$ cat src/rtl/muldiv_seq.sv
// muldiv_seq: sequences MULT/MULTU/DIV/DIVU through iterative units and owns HI/LO.
module muldiv_seq #(
    parameter int TIMEOUT = 64
) (
    input  logic        clk,
    input  logic        Reset,
    input  logic        OpStart,
    input  logic [1:0]  OpSel,
    input  logic [31:0] A,
    input  logic [31:0] B,
    input  logic        MtHi,
    input  logic        MtLo,
    input  logic [31:0] WrData,
    output logic        Busy,
    output logic        Done,
    output logic        DivZeroExc,
    output logic        TimeoutExc,
    output logic [31:0] HiOut,
    output logic [31:0] LoOut,
    output logic        MultIn,
    output logic        DivIn,
    output logic [31:0] UnitA,
    output logic [31:0] UnitB,
    input  logic        MultStop,
    input  logic        DivStop,
    input  logic [31:0] MultHigh,
    input  logic [31:0] MultLow,
    input  logic [31:0] DivHigh,
    input  logic [31:0] DivLow
);
    localparam int CW = $clog2(TIMEOUT + 1);
    typedef enum logic [1:0] {IDLE, ISSUE, WAIT, FIX} state_t;
    state_t state, state_n;
    logic [1:0] op;
    logic sa, sb, dz, accept, sgn, div_zero, stop, tmo, mneg;
    logic [CW-1:0] cnt;
    logic [31:0] raw_hi, raw_lo, fix_hi, fix_lo;
    logic [63:0] prod, prod_n;
    // A divide-by-zero never leaves IDLE; dz alone makes that one cycle busy.
    assign accept     = state == IDLE && !dz && OpStart;
    assign sgn        = !OpSel[0];
    assign div_zero   = OpSel[1] && B == '0;
    assign stop       = op[1] ? DivStop : MultStop;
    assign tmo        = state == WAIT && !stop && cnt == CW'(TIMEOUT - 1);
    assign Busy       = state != IDLE || dz;
    assign Done       = dz || tmo || state == FIX;
    assign DivZeroExc = dz;
    assign TimeoutExc = tmo;
    assign MultIn     = state == ISSUE && !op[1];
    assign DivIn      = state == ISSUE && op[1];
    // sa/sb are latched as zero for unsigned ops, so no correction applies.
    assign mneg   = sa ^ sb;
    assign prod   = {raw_hi, raw_lo};
    assign prod_n = mneg ? -prod : prod;
    assign fix_hi = op[1] ? (sa ? -raw_hi : raw_hi) : prod_n[63:32];
    assign fix_lo = op[1] ? (mneg ? -raw_lo : raw_lo) : prod_n[31:0];
    always_comb begin
        state_n = state;
        case (state)
            IDLE:    state_n = accept && !div_zero ? ISSUE : IDLE;
            ISSUE:   state_n = WAIT;
            WAIT:    state_n = stop ? FIX : tmo ? IDLE : WAIT;
            default: state_n = IDLE;
        endcase
    end
    always_ff @(posedge clk) begin
        if (Reset) begin
            state  <= IDLE;
            dz     <= 1'b0;
            cnt    <= '0;
            op     <= '0;
            sa     <= 1'b0;
            sb     <= 1'b0;
            raw_hi <= '0;
            raw_lo <= '0;
            UnitA  <= '0;
            UnitB  <= '0;
            HiOut  <= '0;
            LoOut  <= '0;
        end else begin
            state <= state_n;
            dz    <= accept && div_zero;
            cnt   <= state == WAIT ? cnt + 1'b1 : '0;
            if (accept) begin
                op    <= OpSel;
                sa    <= sgn && A[31];
                sb    <= sgn && B[31];
                UnitA <= sgn && A[31] ? -A : A;
                UnitB <= sgn && B[31] ? -B : B;
            end
            if (state == WAIT && stop) begin
                raw_hi <= op[1] ? DivHigh : MultHigh;
                raw_lo <= op[1] ? DivLow : MultLow;
            end
            if (state == FIX) begin
                HiOut <= fix_hi;
                LoOut <= fix_lo;
            end else if (state == IDLE && !dz) begin
                if (MtHi) HiOut <= WrData;
                if (MtLo) LoOut <= WrData;
            end
        end
    end
endmodule
$ cat config.mk
export PLATFORM = sky130hd
export DESIGN_NAME = muldiv_seq
export DESIGN_NICKNAME = d
export VERILOG_FILES = /design/src/rtl/muldiv_seq.sv
export SDC_FILE = /design/constraint.sdc
export NUM_CORES = 1
export LEC_CHECK = 0
export CORE_MARGIN = 2
export CORE_UTILIZATION = 27
export CTS_BUF_LIST = sky130_fd_sc_hd__clkbuf_8 sky130_fd_sc_hd__clkbuf_16
export DETAILED_ROUTE_END_ITERATION = 6
export SYNTH_ARGS = -nofsm -noshare
export SYNTH_HDL_FRONTEND = slang
export SYNTH_SLANG_ARGS = --single-unit
$ cat constraint.sdc
create_clock -name clk -period 6.7 [get_ports clk]
set_input_delay 1.34 -clock clk [delete_from_list [all_inputs] [get_ports clk]]
set_output_delay 1.34 -clock clk [all_outputs]
set_load 0.01 [all_outputs]
# == Yosys cells after proc, flatten, opt, wreduce, memory -nomap -nowiden ==
# Cells that the tools add are included.
# word_totals
reg_bits,206
in_bits,233
# classes
bitwise_logic,2
n_addsub,6
n_reduce_logical,29
eq_ne,4
muxes,20
# op_table
cell,n
32-bit two-way mux,14
32-bit negator,4
64-bit two-way mux,1
64-bit negator,1
32-bit zero test,1
1-bit logical AND,12
2-bit nonzero test,4
7-bit by 1-bit adder with 7-bit output (second input constant),1
7-bit by 6-bit == test with 1-bit output (second input constant),1
2-bit case mux with 3 select lines,1
1-bit zero test,5
2-bit == test (second input constant),2
2-bit two-way mux,2
2-bit AND reduction,2
1-bit logical OR,3
2-bit by 1-bit == test with 1-bit output (second input constant),1
2-bit zero test,1
1-bit two-way mux,2
2-bit OR reduction,1
1-bit NOT,1
1-bit XOR,1

# == Longest topological paths before layout ==
# logic_depth
word_depth,7
depth_mapped,9

# == Worst setup path after synthesis ==
# No wires, ideal clock.
# synth_timing
path_type,in2out
from,input port DivStop
to,output port TimeoutExc
slack_ns,3.338
t_arrival_ns,2.022
stages,3
path_cell_list,mux2_2 -> nor3_1 -> and3b_1
# synth_via
elab_chain_len,4
# synth_rtl
element,line,rtl
from (decl),25,"input logic DivStop,"
1-bit two-way mux,43,assign stop = op[1] ? DivStop : MultStop;
1-bit zero test,44,assign tmo = state == WAIT && !stop && cnt == CW'(TIMEOUT - 1);
1-bit logical AND (2 in a row),44,
to (decl),17,"output logic TimeoutExc,"
# No other way between the ends.

# == Worst setup path in the final report ==
# layout_timing
from,input port MultStop
to,output port Done
# layout_via
elab_chain_len,6
# layout_rtl
element,line,rtl
from (decl),24,"input logic MultStop,"
1-bit two-way mux,43,
1-bit zero test,44,
1-bit logical AND (2 in a row),44,
1-bit logical OR (2 in a row),46,assign Done = dz || tmo || state == FIX;
to (decl),15,"output logic Done,"
# No other way between the ends.

==> metrics.yaml <==
status: "finished clean"
finalSetupViolCount: 0
synth_common_cells: "nor2_1 (208), dfxtp_1 (205), a211oi_1 (153)"
endpoint: "Done"
drtIter0Drc: 594
period_share_pct: 64.9
hold_viol_final: 0
final_nets: 1957
htree_levels: 1
p_int_mw: 2.69
ys_types: 63
fmax_mhz: 230
die_width_um: 213
cts_root_buf: "clkbuf_16"
cts.path.max_buffers: 3
final_cells: 2321
ys_warn_count: 0
critPathRequiredTime_ns: 5.36
start_util_pct: 27.3
p_clk_share_pct: 34.6
synth_area_um2: 11700
reg2reg_depth: 7
relSlewSlack_pct: 21.3
core_area_um2: 43000
synth_flop_cell: "dfxtp_1"
critPathCaptureType: "output port"
gr-max-usage-layer: "met2"
yosysTopAreaCellShare_pct: 35.0
hp-start: "UnitA[29]"
dpl.hpwl_um: 35100
portBuffers: 366
drc: 0
drive_gt1_share_pct: 4.78
grt_overflow_total: 0
holdWs_ns: 0.456
ant_nets: 0
cts.sinks: 205
grtUsageMet3_pct: 4.99
diodes: 0
dp.cells: 2276
cts_buffers: 26
antenna_found_initial: 0
dr.pass1.iters: 5
worstReg2RegStart: "op[1]"
rows: 76
cp-startpoint: "MultStop"
clk_latency_ns: 0.56
grtUsageTotal_pct: 19.6
synth-edff-count: 0
area_growth_pct: 41.8
worstHoldPathType: "register to register"
via_per_inst: 5.11
synth-seq-cells: 205
synth_most_common_cell: "nor2_1"
fin_ws_ns: 2.35
ctsResizeCount: 0
synth_area_leader_cell: "dfxtp_1"
p_sw_mw: 1.31
rsz0062_at_grt: "false"
tns_ns: 0
worstMarginPinSlew_ns: 1.17
critical_path_arrival_ns: 3.01
swShare_pct: 32.8
async_flop_share_pct: 0
avgSynthCellArea_um2: 8.22
r2r_setup_slack_ns: 2.97
p_leak_nw: 5.78
via_count: 11900
slew_violations: 0
grtUsageMet1_pct: 24.9
cap_violations: 0
p_seq_share_pct: 35.7
path_clk_slew_ns: 0.06
syn_nets: 1666
place.gp.congestion: 0.896
final_util_pct: 38.7
dieHeight_um: 213
worst-path-max-fanout: 3
synth-seq-area-share_pct: 35.0
finalCriticalPeriod_ns: 4.35
power_density_nw_per_um2: 240
p_comb_share_pct: 29.7
netlist_instances: 1428
startpoint_type: "input port"
io_pins: 367
grt_max_degree: 98
met2_usage_pct: 32.8
routedWlPerCell_um: 19.7
dp_slack_ns: 2.35
grt_pass1_vias: 11500
critPathKind: "input port to output port"
dieArea_um2: 45200
ys_top_cells_by_area: "dfxtp_1 (35%), a211oi_1 (9.8%), mux2i_1 (9.6%)"
finClkSkew_ns: 0.0397
drt-total-wl_um: 45700
ir_drop_v: 0.000185
cts_tree: "yes"
r2r_end: "HiOut[19]"
postCtsHoldBufs: 0
grt_pass1_wl_um: 68600
cts_setup_buffers: 0
[per-stage QoR]
stage | power, mW | instance area [um2]
floorplan | 2.08 | 11700
global placement | 2.63 | 15800
detailed placement | 2.63 | 15800
CTS | 4.05 | 16600
global route | 4.21 | 16600
finish | 4.00 | 16600
[cells in the final DEF (no fill, tap or decap), drive strengths merged, types with 24 or more instances in the layout]
master,n
nor4,34
a211oi,153
nor3,38
xor2,37
clkbuf,29
a21oi,59
dfxtp,205
nor2,208
clkdlybuf4s50,365
nand2,93
inv,28
mux2i,113
o21ai,24
xnor2,74
[power by group through the flow]
stage               combinational [mW]  sequential, mW  clock [mW]
finish                            1.19            1.43        1.38
global route                      1.29            1.44        1.48
CTS                               1.19            1.43        1.43
detailed placement                1.18            1.45           0
global placement                  1.18            1.45           0
floorplan                        0.637            1.44           0
[critical path, stage by stage]
cell	delay, ns
clkdlybuf4s50_1	0.39
mux2_2	0.28
nor3_1	0.24
o21ai_0	0.12
nand2b_1	0.10
clkdlybuf4s50_1	0.53
[cell families (layout without fill, tap and decap cells)]
group / after synthesis / after routing / synth area share (%)
fa+ha+maj: 5 / 5 / 0.533
compound gates: 355 / 355 / 21.3
flops: 205 / 205 / 35.0
buf+inv: 137 / 445 / 4.43
xor+xnor: 111 / 111 / 8.28
simple gates: 501 / 501 / 20.8
mux: 114 / 114 / 9.73
[worst min-delay path by stage]
stage / to / slack, ns / cells after the start
floorplan: cnt[0] / 0.43 / 1
global placement: UnitA[29] / 0.44 / 2
detailed placement: UnitA[29] / 0.45 / 2
CTS: UnitA[29] / 0.46 / 2
global route: UnitA[22] / 0.49 / 2
finish: UnitA[29] / 0.46 / 2
[area by class of cell]
cell class / instances / area [um2]
fill: 4463 / 26300
multi-input combinational: 1086 / 7130
sequential: 205 / 4110
timing repair buffer: 380 / 3770
tap: 585 / 732
clock buffer: 29 / 692
clock inverter: 16 / 141
inverter: 20 / 75.1
[flip-flops by register name, summed over array words and instances (netlist names), 2 cells and up]
| name | cells |
|---|---|
| cnt | 7 |
| raw_lo | 32 |
| HiOut | 32 |
| raw_hi | 32 |
| UnitB | 32 |
| state | 2 |
| UnitA | 32 |
| LoOut | 32 |
[metal layers]
metal / part of all wire (%) / vias up
li1: - / 5843
met5: 0 / -
met3: 7.5 / 55
met4: 2.3 / 0
met1: 44 / 5520
met2: 46 / 437
Power figures use the tool's default switching activity.
